File: src/rtl/aes_stream_port.sv
// aes_stream_port
//   Byte-stream front end for one iterative AES core (cipher or Inv_cipher).
//   Collects 16 input bytes into a 128-bit block (first byte in [127:120]),
//   resets and then enables the core for LATENCY cycles, captures the result
//   and streams it back out as 16 bytes, most significant byte first.
//
// Ports
//   clk, reset        : single rising-edge clock, synchronous active-high reset
//   in_data/in_valid  : input byte stream (sink side), in_ready back-pressure
//   out_data/out_valid: output byte stream (source side), out_ready from sink
//   core_state        : block presented to the core's state_in
//   core_reset        : core reset, high while idle (LOAD) and in START
//   core_enable       : core enable, high only in RUN
//   core_result       : core output (encrypted/decrypted)
//   busy              : high in any state other than LOAD
module aes_stream_port #(
    parameter int unsigned LATENCY = 12
) (
    input  logic         clk,
    input  logic         reset,
    input  logic [7:0]   in_data,
    input  logic         in_valid,
    output logic         in_ready,
    output logic [7:0]   out_data,
    output logic         out_valid,
    input  logic         out_ready,
    output logic [127:0] core_state,
    output logic         core_reset,
    output logic         core_enable,
    input  logic [127:0] core_result,
    output logic         busy
);

    localparam logic [1:0] S_LOAD   = 2'd0;
    localparam logic [1:0] S_START  = 2'd1;
    localparam logic [1:0] S_RUN    = 2'd2;
    localparam logic [1:0] S_UNLOAD = 2'd3;

    localparam logic [7:0] LAT = LATENCY[7:0];

    logic [1:0]   state_q, state_d;
    logic [3:0]   byte_cnt_q, byte_cnt_d;
    logic [7:0]   lat_cnt_q, lat_cnt_d;
    logic [127:0] blk_q, blk_d;
    logic [127:0] out_q, out_d;
    logic         busy_q, busy_d;

    always_comb begin
        state_d    = state_q;
        byte_cnt_d = byte_cnt_q;
        lat_cnt_d  = lat_cnt_q;
        blk_d      = blk_q;
        out_d      = out_q;

        case (state_q)
            S_LOAD: begin
                if (in_valid) begin
                    blk_d      = {blk_q[119:0], in_data};
                    byte_cnt_d = byte_cnt_q + 4'd1;
                    // counter wrap marks the 16th byte
                    if (byte_cnt_q == 4'd15) begin
                        state_d = S_START;
                    end
                end
            end
            S_START: begin
                lat_cnt_d = '0;
                state_d   = S_RUN;
            end
            S_RUN: begin
                // the count reaches LAT after LAT enabled edges; the core
                // output is valid during that cycle and captured at its end
                if (lat_cnt_q == LAT) begin
                    out_d      = core_result;
                    byte_cnt_d = '0;
                    lat_cnt_d  = '0;
                    state_d    = S_UNLOAD;
                end else begin
                    lat_cnt_d = lat_cnt_q + 8'd1;
                end
            end
            S_UNLOAD: begin
                if (out_ready) begin
                    out_d      = {out_q[119:0], 8'h00};
                    byte_cnt_d = byte_cnt_q + 4'd1;
                    if (byte_cnt_q == 4'd15) begin
                        state_d = S_LOAD;
                    end
                end
            end
            default: begin
                state_d = S_LOAD;
            end
        endcase

        busy_d = (state_d != S_LOAD);
    end

    always_ff @(posedge clk) begin
        if (reset) begin
            state_q    <= S_LOAD;
            byte_cnt_q <= '0;
            lat_cnt_q  <= '0;
            blk_q      <= '0;
            out_q      <= '0;
            busy_q     <= 1'b0;
        end else begin
            state_q    <= state_d;
            byte_cnt_q <= byte_cnt_d;
            lat_cnt_q  <= lat_cnt_d;
            blk_q      <= blk_d;
            out_q      <= out_d;
            busy_q     <= busy_d;
        end
    end

    assign in_ready    = (state_q == S_LOAD);
    assign out_valid   = (state_q == S_UNLOAD);
    assign out_data    = out_q[127:120];
    assign core_state  = blk_q;
    assign core_reset  = (state_q == S_LOAD) || (state_q == S_START);
    assign core_enable = (state_q == S_RUN);
    assign busy        = busy_q;

endmodule
File: config.mk
export PLATFORM = sky130hd
export DESIGN_NAME = aes_stream_port
export DESIGN_NICKNAME = d
export VERILOG_FILES = /design/src/rtl/aes_stream_port.sv
export SDC_FILE = /design/constraint.sdc
export NUM_CORES = 1
export LEC_CHECK = 0
export CAP_MARGIN = 20
export CORE_MARGIN = 3
export CORE_UTILIZATION = 30
export CTS_BUF_LIST = sky130_fd_sc_hd__clkbuf_16
export CTS_CLUSTER_DIAMETER = 40
export CTS_CLUSTER_SIZE = 30
export DETAILED_ROUTE_END_ITERATION = 10
export GPL_TIMING_DRIVEN = 0
export RECOVER_POWER = 100
export SYNTH_ARGS = -nofsm -noshare
export SYNTH_HDL_FRONTEND = slang
export SYNTH_SLANG_ARGS = --single-unit
File: constraint.sdc
create_clock -name clk -period 1.9 [get_ports clk]
set_clock_uncertainty 0.1 [all_clocks]
set_input_delay 0.57 -clock clk [delete_from_list [all_inputs] [get_ports clk]]
set_output_delay 0.57 -clock clk [all_outputs]
set_load 0.02 [all_outputs]
### Word-level counts from Yosys, hierarchy flattened

Cells that the tools add are included.

| storage, ports and cells | value |
|---|---|
| register bits | 271 |
| input port bits | 140 |

| operators by class | value |
|---|---|
| add/sub/neg operators | 2 |
| equal/unequal tests | 8 |
| multiplexer cells | 15 |
| reductions and logical operators | 9 |

Operator list:

| cell | count |
|---|---|
| $mux 128 | 2 |
| $pmux 128 s2 | 1 |
| $pmux 8 s2 | 1 |
| $mux 4 | 3 |
| $pmux 4 s3 | 1 |
| $mux 2 | 5 |
| $add 8x1->8 const B | 1 |
| $eq 8x4->1 const B | 1 |
| $mux 8 | 1 |
| $pmux 2 s4 | 1 |
| $reduce_bool 2->1 | 3 |
| $add 4x1->4 const B | 1 |
| $eq 2x2->1 const B | 2 |
| $eq 4x4->1 const B | 1 |
| $ne 2x1->1 const B | 2 |
| $reduce_and 4->1 | 1 |
| $reduce_and 3->1 | 1 |
| $reduce_bool 3->1 | 1 |
| $eq 2x1->1 const B | 1 |
| $logic_not 2->1 | 1 |
| $ne 2x2->1 const B | 1 |
| $reduce_and 2->1 | 1 |
| $logic_or 1x1->1 | 1 |

### Longest topological paths before layout

| logic depth | value |
|---|---|
| depth after elaboration | 5 |
| gate-level depth with buffers | 9 |
| gate-level depth less buffers | 6 |

### Worst setup path after synthesis

OpenSTA, ideal clock, no wires.

| timing | value |
|---|---|
| path type | flip-flop to flip-flop |
| start | reg state_q[0] |
| end | reg out_q[110] |
| arrival | 1787 ps |
| required time | 1742 ps |
| setup slack | -45 ps |
| stages on the path, launching flop included | 9 |
| buffers on the path | 3 |
| period minus slack after synthesis | 1945 ps |
| cell sequence | dfxtp_1 > ha_1 > nand2b_1 > buf_2 > clkbuf_1 > buf_2 > o22ai_1 > a21oi_1 > o21a_1 |

| on the way | value |
|---|---|
| cells in the longest elaborated chain, start to end | 3 |
| elaborated cells on any way between the ends | 7 |
| classes of those cells | 4 x eq/ne; 1 x mux; 2 x reduce/logical |

Ends and longest elaborated chain:

| element | line | RTL |
|---|---|---|
| start, declared | 41 | `logic [1:0] state_q, state_d;` |
| start signal, assigned | 108 | `state_q <= state_d;` |
| $eq 2x2->1 (*) | -- |  |
| named net out_valid | 25 | `output logic out_valid,` |
| $ne 2x1->1 (no source line) or $reduce_bool 2->1 (tied branches) | -- |  |
| $reduce_and 3->1 (no source line) | -- |  |
| end signal, assigned | 112 | `out_q <= out_d;` |
| end, declared | 45 | `logic [127:0] out_q, out_d;` |

The timed path passes the listed nets; every way through them passes the cells marked *.
A chain may end at the register's enable or synchronous reset.

### Worst setup path in the final report

| timing | value |
|---|---|
| start | reg state_q[1] |
| end | out core_reset |

| on the way | value |
|---|---|
| cells in the longest elaborated chain, start to end | 2 |
| elaborated cells on any way between the ends | 3 |
| classes of those cells | 1 x eq/ne; 2 x reduce/logical |

Ends and longest elaborated chain:

| element | line | RTL |
|---|---|---|
| $eq 2x1->1 or $logic_not 2->1 (tied branches) | 121 | `assign core_reset = (state_q == S_LOAD) \|\| (state_q == S_START);` |
| $logic_or 1x1->1 (*) | 121 |  |
| end, declared | 28 | `output logic core_reset,` |

Every way passes the cells marked *; elsewhere a longest branch is shown, timed or not.

==> run metrics <==
status=finished, violations left; failing checks=setup timing; path depth of the worst reg2reg path=9; number of antenna violations at the first check in global routing=5; post-layout min period=2.03 ns; core area=34000 sq um; FF-to-FF setup slack=-0.08 ns; Synth Net Count=1374; Vias=10300; layout cells sized above 1=0.229; Pre-Repair DR Iteration Count=5; Min-Delay Endpoint=core_state[126]; Hold WC Path Type=flop to flop; pre-CTS setup slack=-0.993 ns; Die Width=193 um; FF-to-FF End=out_q[61]; area grow syn2layout=52.4%; post-synthesis simple-gate area fraction=0.114; Yosys cell types=40; Setup Viol. Count Final=130; RSZ-0062 raised after global routing=yes; Yosys warning total=0; Inst Count DP=around 2000; mux cell area share after synthesis=0; Worst-path clk slew=0.06 ns; slack of the critical path=-0.127 ns; Final HPWL DP=25300 um; TritonCTS clock tree=yes; Post-synth ARST share=0; number of global-route vias before repair=around 10000; H-Tree Depth=2; Worst Hold Launch=core_state[126]; count leader, synth=dfxtp_1; Mean Syn Cell Area=8.52 sq um; Max VDD drop=0.581 mV; largest family of logic cells by synthesized area=compound AO/OA/AOI/OAI gates; startpoint types=flop; XOR/XNOR share of the synthesized area=0.00587; multi-input logic area=4660 sq um; IO buf count=279; EDFF count, synth=0; Clock Path Buffers=3; drt via density=4.99; synth top area cells=dfxtp_1, a21oi_1, nand2_1, o21a_1, o22ai_1; routed length per instance=17.7 um; most instantiated cells after synthesis=dfxtp_1, nand2_1, a21oi_1, o21a_1, o22ai_1; Slew headroom=0.630; Period Utilization, post-route=1.07; GR Util All Layers=0.188; CP peak stage delay=0.36 ns; post-route insts no fill=just over 2000; register area=roughly 5400 sq um; Synth area leader=dfxtp_1; worst r2r src=lat_cnt_q[0]; hold buffer count at cts=0; post-route ant nets=0; Worst Path Max Fanout=3; Die Y=193 um; Pleak=5.90 nW; Worst Hold Depth=2; Initial Util=0.308; flops & latches, synth=271; total congestion overflow=0; Critical Path AT=between 1 and 1.5 ns; drt initial violations=440; slowest stage cell, crit path=dfxtp_2; Adder-Cell Fraction of Synth Area=0.00838; IO Count=281; Max Freq=0.493 GHz; CP dominant cell by count=inv_2; Crit. End Element=output pin; area of the die=37100 sq um; CTS buffer count=between 40 and 50; complex-gate fraction of the synthesized area=0.297; Synth top area share=0.519; CP cell instances=inv_2, ha_2, inv_2, nand2_4, buf_6; kind of critical path=flop to output pin; root buffer cell=clkbuf_16; Routed WL=36500 um; actual slew at the worst max-slew pin=between 0.5 and 0.6 ns; largest net degree at the start of global routing=13; ys flop type=dfxtp_1; Syn Inst Count=1227; standard-cell rows=67; Max-cap violations=0; diode count=0; first-pass GRT wire length=between 50000 and 60000 um; fillers=3280; nets=1730; DRC=0; synthesized area=approximately 10000 sq um; Slew Limit Fails=0; GP Congestion=between 0.7 and 0.8; Worst-Skew Late Latency=0.52 ns; register area share after synthesis=0.519; PwrDens=889 nW/um^2; data required time of the worst path=1.23 ns; # clock sinks=~270; Fin. Hold Viols=0
metal layers:
metal  wire length, um  vias up  global-route usage
li1                  -     5071                   -
met1             14900     4811               0.218
met2             16800      325               0.314
met3              4040       71              0.0886
met4               713       10              0.0454
met5                60        -                   0
placed cells by master, fill, tap and decap left out, types with 3 or more instances in the layout:
cell type,n
nand2_1,262
dfxtp_1,260
a21oi_1,225
clkdlybuf4s50_1,138
o21a_1,120
o22ai_1,119
clkbuf_2,90
clkdlybuf4s15_2,60
clkbuf_1,51
clkbuf_16,49
a21oi_2,29
buf_4,23
buf_8,21
buf_6,13
clkbuf_4,9
dfxtp_2,9
a22o_1,8
clkinv_1,8
buf_12,7
nor2_1,7
buf_2,6
inv_1,5
nand3_1,5
clkinv_4,5
xnor2_1,4
nor2_2,4
inv_6,4
bufinv_16,4
clkinvlp_4,4
inv_4,3
inv_2,3
o21ai_0,3
nand4_1,3
xor2_1,3
ha_4,3
clkinv_2,3
buf_16,3
logic make-up (layout without fill, tap and decap cells):
logic type               Yosys count  count (layout)
buffers and inverters            127             515
flip-flops                       271             271
XOR/XNOR                           7               7
AND/OR/NAND/NOR                  299             299
adder cells (fa/ha/maj)            7               7
AO/OA/AOI/OAI                    516             516
layout make-up:
class / instances / share of cell area
clock buffers: 44 / 0.0691
multi-input cells: 829 / 0.293
plain buffers: 119 / 0.0540
repair buffers: 311 / 0.185
inverters: 7 / 0.00212
clock inverters: 34 / 0.0199
well taps: 448 / 0.0352
flip-flops and latches: 271 / 0.342
worst max-delay path: cells and delay by family (launching register included):
family        cells  cell delay [ns]
buf+inv           3             0.25
flops             1             0.36
simple gates      1             0.05
fa+ha+maj         1             0.18
where the power goes:
part / switching, mW / internal (mW)
clock: 2.86 / 4.79
sequential: 0.0245 / 5.72
combinational: 0.372 / 0.390
total: 3.26 / 10.9
flip-flops by register name, summed over array words and instances (netlist names):
register and count:
busy 1, byte_cnt_q 4, core_state 128, lat_cnt_q 8
out_q 128, state_q 2
through the flow:
| step | hold slack, ns | setup TNS, ns | power [mW] | util | instance area (sq um) |
|---|---|---|---|---|---|
| after detailed placement | 0.351 | -207.12 | 6.60 | 0.407 | 13800 |
| after global placement | 0.340 | -203.58 | 6.60 | 0.407 | 13800 |
| after global routing | 0.376 | -21.88 | 14.6 | 0.469 | 15900 |
| final | 0.354 | -4.87 | 14.2 | 0.469 | 15900 |
| after floorplan | 0.341 | 0 | 6.14 | - | 10500 |
| after CTS | 0.359 | -15.69 | 14.3 | 0.473 | 16100 |
timing repair:
| action | CTS | global route |
|---|---|---|
| buffers inserted | 15 | 3 |
| endpoints found under the setup margin | 410 | 320 |
| gates cloned | 12 | 4 |
| resized for setup | 585 | 162 |
| pin swaps | 4 | 13 |
worst max-delay path by stage:
stage	startpoint	end	slack [ns]	cells past startpoint
finish	state_q[1]	core_reset	-0.13	5
global route	state_q[0]	core_reset	-0.19	5
CTS	lat_cnt_q[0]	out_q[40]	-0.17	10
detailed placement	out_ready	out_q[122]	-0.99	7
global placement	out_ready	out_q[120]	-1.0	7
floorplan	state_q[0]	busy	0.005	7
Note: power is estimated with default switching activity, not from simulation.
